`src/rtl/wb_regfile_writer.sv`:
```
// wb_regfile_writer: MEM/WB write-back queue that shares the register file port with decode,
// forwarding pending values and forcing a write when decode starves the port.
module wb_regfile_writer #(
  parameter int DATA_W       = 32,
  parameter int ADDR_W       = 5,
  parameter int DEPTH        = 2,
  parameter int STARVE_LIMIT = 4
) (
  input  logic                       clk,
  input  logic                       reset,
  input  logic                       inWbValid,
  input  logic                       inWbRegWrite,
  input  logic                       inWbMemToReg,
  input  logic [DATA_W-1:0]          inWbAluResult,
  input  logic [DATA_W-1:0]          inWbMemData,
  input  logic [ADDR_W-1:0]          inWbWriteReg,
  output logic                       outWbReady,
  input  logic                       inDecodeReadReq,
  input  logic [ADDR_W-1:0]          inDecodeRsReg,
  input  logic [ADDR_W-1:0]          inDecodeRtReg,
  output logic                       outWRInstDecode,
  output logic [ADDR_W-1:0]          outInstDecodeWriteReg,
  output logic [DATA_W-1:0]          outInstDecodeWriteData,
  output logic                       outFwdRsHit,
  output logic [DATA_W-1:0]          outFwdRsData,
  output logic                       outFwdRtHit,
  output logic [DATA_W-1:0]          outFwdRtData,
  output logic                       outDecodeStall,
  output logic [$clog2(DEPTH):0]     outPendingCount
);
  localparam int PW = $clog2(DEPTH);
  localparam int CW = PW + 1;
  localparam int SW = $clog2(STARVE_LIMIT + 1);

  logic [ADDR_W-1:0] r_addr [DEPTH];
  logic [DATA_W-1:0] r_data [DEPTH];
  logic [PW-1:0]     r_head, r_tail;
  logic [CW-1:0]     r_count;
  logic [SW-1:0]     r_starve;

  logic              w_busy, w_forced, w_normal, w_wr, w_push;
  logic [SW-1:0]     w_starve_nxt;
  logic [DATA_W-1:0] w_wb_data;

  assign w_busy     = r_count != '0;
  assign w_forced   = w_busy & inDecodeReadReq & (r_starve == SW'(STARVE_LIMIT));
  assign w_normal   = w_busy & ~inDecodeReadReq;
  assign w_wr       = w_normal | w_forced;
  // Ready depends only on registered count (and reset), never on decode's request.
  assign outWbReady = reset & (r_count < CW'(DEPTH));
  assign w_push     = inWbValid & inWbRegWrite & outWbReady;
  assign w_wb_data  = inWbMemToReg ? inWbMemData : inWbAluResult;

  assign outWRInstDecode        = w_wr;
  assign outDecodeStall         = w_forced;
  assign outInstDecodeWriteReg  = w_wr ? r_addr[r_head] : '0;
  assign outInstDecodeWriteData = w_wr ? r_data[r_head] : '0;
  assign outPendingCount        = r_count;

  assign w_starve_nxt = (w_wr | ~w_busy) ? '0 :
                        (inDecodeReadReq & (r_starve < SW'(STARVE_LIMIT))) ? r_starve + SW'(1) :
                        r_starve;

  always_ff @(posedge clk or negedge reset) begin
    if (!reset) begin
      for (int i = 0; i < DEPTH; i++) begin
        r_addr[i] <= '0;
        r_data[i] <= '0;
      end
      r_head   <= '0;
      r_tail   <= '0;
      r_count  <= '0;
      r_starve <= '0;
    end else begin
      if (w_push) begin
        r_addr[r_tail] <= inWbWriteReg;
        r_data[r_tail] <= w_wb_data;
        r_tail         <= r_tail + PW'(1);
      end
      if (w_wr) r_head <= r_head + PW'(1);
      r_count  <= r_count + CW'(w_push) - CW'(w_wr);
      r_starve <= w_starve_nxt;
    end
  end

  // Scan oldest to youngest so the youngest matching entry wins.
  always_comb begin
    outFwdRsHit  = 1'b0;
    outFwdRsData = '0;
    outFwdRtHit  = 1'b0;
    outFwdRtData = '0;
    for (int i = 0; i < DEPTH; i++) begin
      if (CW'(i) < r_count) begin
        if (r_addr[r_head + PW'(i)] == inDecodeRsReg) begin
          outFwdRsHit  = 1'b1;
          outFwdRsData = r_data[r_head + PW'(i)];
        end
        if (r_addr[r_head + PW'(i)] == inDecodeRtReg) begin
          outFwdRtHit  = 1'b1;
          outFwdRtData = r_data[r_head + PW'(i)];
        end
      end
    end
  end
endmodule
```
`config.mk`:
```
export PLATFORM = sky130hd
export DESIGN_NAME = wb_regfile_writer
export DESIGN_NICKNAME = d
export VERILOG_FILES = /design/src/rtl/wb_regfile_writer.sv
export SDC_FILE = /design/constraint.sdc
export NUM_CORES = 1
export LEC_CHECK = 0
export ABC_AREA = 1
export CAP_MARGIN = 5
export CORE_UTILIZATION = 37
export DETAILED_ROUTE_END_ITERATION = 16
export PLACE_DENSITY = 0.74
export SLEW_MARGIN = 10
export SYNTH_ARGS = -nofsm -noshare
export SYNTH_HDL_FRONTEND = slang
export SYNTH_SLANG_ARGS = --single-unit
export TNS_END_PERCENT = 30
```
`constraint.sdc`:
```
create_clock -name clk -period 2 [get_ports clk]
set_clock_uncertainty 0.2 [all_clocks]
set_input_delay 0.4 -clock clk [delete_from_list [all_inputs] [get_ports clk]]
set_output_delay 0.4 -clock clk [all_outputs]
set_load 0.01 [all_outputs]
```
==> metrics <==
failing checks setup timing; clk root buf clkbuf_16; Syn. warnings 0; Num CTS Buffers 9; post-synthesis sequential area ratio 32.7%; vias in the first global route 7258; CTS Buffer Depth 2; worst-path maximum fanout 8; crit share post-route 146%; top cell type by total area after synthesis dfrtp_1; most numerous cell in the Yosys netlist nand2_1; Final setup viols 105; R2R Path Start outPendingCount[0]; register-to-register setup slack -0.01 ns; 1st-pass router iterations 5; critical path arrival 2.32 ns; Layout area overhead 68.0%; Post-Syn Area 6200 µm²; Critical Path Source Type flip-flop; layout cell share with drive strength beyond 1 34.8%; port bufs 192; final core utilization 64.6%; Die Y-Extent 131 µm; wire per inst 15.8 µm; initial DRC count 439; Slew HR 59.5%; Mapped Cells 959; Die ar. 17300 µm²; Internal Power 8.21 mW; Final Critical Period 2.92 ns; net count of the finished layout 1325; number of distinct library cells after synthesis 27; Total GRT Usage 25.7%; Worst-Margin Slew 0.607 ns; Post-synth EDFFs 0; status complete, but fails checks; initial antenna violation count 0; achievable clock frequency 343 MHz; Slew Limit Fails 0; clock group share of total power 11.9%; pin count of the biggest net entering global routing 69; worst vdd ir 0.668 mV; Crit Path Category flip-flop to output port; sw power 6.79 mW; WL final 23.0 mm; Place WS -1.05 ns; H-tree lvl count 3; RSZ-0062 raised after global routing yes; register bit total from synthesis 81; Reg2Reg Capture Point outPendingCount[1]; worst-skew pair later-pin latency 0.34 ns; Net Sw Frac 45.3%; Reg2Reg Depth 9; final cell count without fillers 1457; CTS tree yes; io pins 193; GRT Residual Overflow 0; row count 46; die width 131 µm; placed cell count 1407; Post-synth ARST share 100%; Synth top area share 32.7%; sequential fraction of design power 19.8%; fillcell total 1382; P_leak 5.21 nW; DR vias/cell 5.11; vias 7452; Req. time, crit path 1.40 ns; Worst-path clk slew 0.06 ns; Starting Density 38.5%; first-pass GRT wire length 35.7 mm; final hold violation count 0; top_reg_cell synth dfrtp_1; PwrDens 1440 nW/µm²; Hold Crit Class primary input to async pin; PnR worst setup slack -0.920 ns; combinational cell fraction of total power 68.4%; Antenna Cells 0; Max-Cap Viols 0; critical path capture point type output port; Residual DRC 0; Core Region 16100 µm²; Synth Net Count 1048; Power Total 15.0 mW; post-route ant nets 0; most common library cells after synthesis 308 x nand2_1, 142 x o21ai_0, 130 x inv_1; Post-Syn Area per Cell 6.46 µm²; total negative slack -77.71 ns; clock sink count 81; synth top area cells dfrtp_1 33%, nand2_1 19%, o21ai_0 11%; dpl hpwl 15.0 mm; Placer Congestion 0.845
-- cells in the final DEF, fill, tap and decap left out, types with 2 or more instances in the layout --
cell type        count
buf_2               25
o21ai_1             24
nand4_1             32
clkdlybuf4s50_1     99
nand3_1             76
buf_12              18
nand3_2             47
ha_1                 2
nor2_4               7
o21ai_0            111
ha_2                 2
buf_8                2
buf_6               60
xnor2_1              2
dlygate4sd2_1       13
a21oi_1              2
nand3_4              4
buf_4               98
buf_16               6
nor2_1               8
mux2_2              32
clkbuf_2             5
dlymetal6s2s_1       3
nor2_2               6
o21ai_2              8
clkinvlp_4           3
inv_2                4
nand2_2             76
inv_1              127
nand2_1            227
dfrtp_1             80
clkbuf_16           13
nand2_4              8
bufinv_16            2
-- worst max-delay path, cell delays in order, from the launching register on --
cell,delay (ns)
dfrtp_4,0.50
buf_8,0.18
buf_6,0.12
nand2_2,0.06
nand3_2,0.06
nand2_1,0.06
nor2_2,0.12
buf_4,0.14
nand3_4,0.16
buf_6,0.19
buf_16,0.14
nand3_2,0.05
nand2_1,0.07
buf_6,0.13
-- worst max path at each step --
stage | start | endpoint | cells past startpoint
after global placement | inDecodeRtReg[0] | outFwdRtData[16] | 10
final | r_head | outFwdRtData[31] | 13
after detailed placement | inDecodeRtReg[0] | outFwdRtData[18] | 10
after global routing | r_head | outFwdRtData[31] | 13
after CTS | r_head | outFwdRtData[31] | 13
after floorplan | r_head | outFwdRtData[10] | 12
-- cell families after synthesis --
family                     after synthesis  synth area share [%]
AOI/OAI and AO/OA                      146                  11.9
xor gates and xnor gates                 3                 0.424
adders and majority gates                4                 0.808
buffers and inverters                  200                  13.6
DFF                                     81                  32.7
muxes                                   32                  5.81
and+or+nand+nor                        493                  34.8
-- per-layer routing --
metal	track usage [%]	vias to the layer above	share of wire [%]
met5	0	-	0
met4	10.1	0	3.0
met3	4.40	57	6.0
met2	45.1	297	49
met1	31.2	3453	42
li1	-	3645	-
-- flip-flops by register name (all words and copies together), names as in the netlist --
signal           cells
r_tail               1
r_starve             3
outPendingCount      2
r_head               1
r_data              64
r_addr              10
-- layout make-up --
class                      count  area, µm²  share of cell area (%)
tap                          216        270                    2.60
clock inverter                 6       91.3                   0.878
sequential                    81       2030                    19.5
timing repair buffer         334       3370                    32.4
inverter                     132        503                    4.83
clock buffer                  10        229                    2.20
multi-input combinational    678       3910                    37.6
-- through the flow --
step,cell area (µm²),hold slack [ns]
final,10400,0.0229
after global routing,10400,0.0647
after CTS,10200,0.0259
after detailed placement,9270,0.326
after global placement,9270,0.311
after floorplan,6410,-0.0956
-- power by group through the flow --
stage	Sequential, mW	Combinational, mW	Clock [mW]
final	2.97	10.3	1.78
after global routing	3.05	11.1	1.90
after CTS	2.93	9.64	1.82
after detailed placement	2.93	8.82	0
after global placement	2.91	8.69	0
after floorplan	2.85	4.64	0
-- repair_timing --
item,in CTS,in global routing
endpoints found under the setup margin,108,118
hold buffers,0,0
cloned,6,4
resized for setup,441,66
pin swaps,35,18
buffers inserted,23,6
hold endpoints to repair,0,0
(Power assumes the default switching activity.)
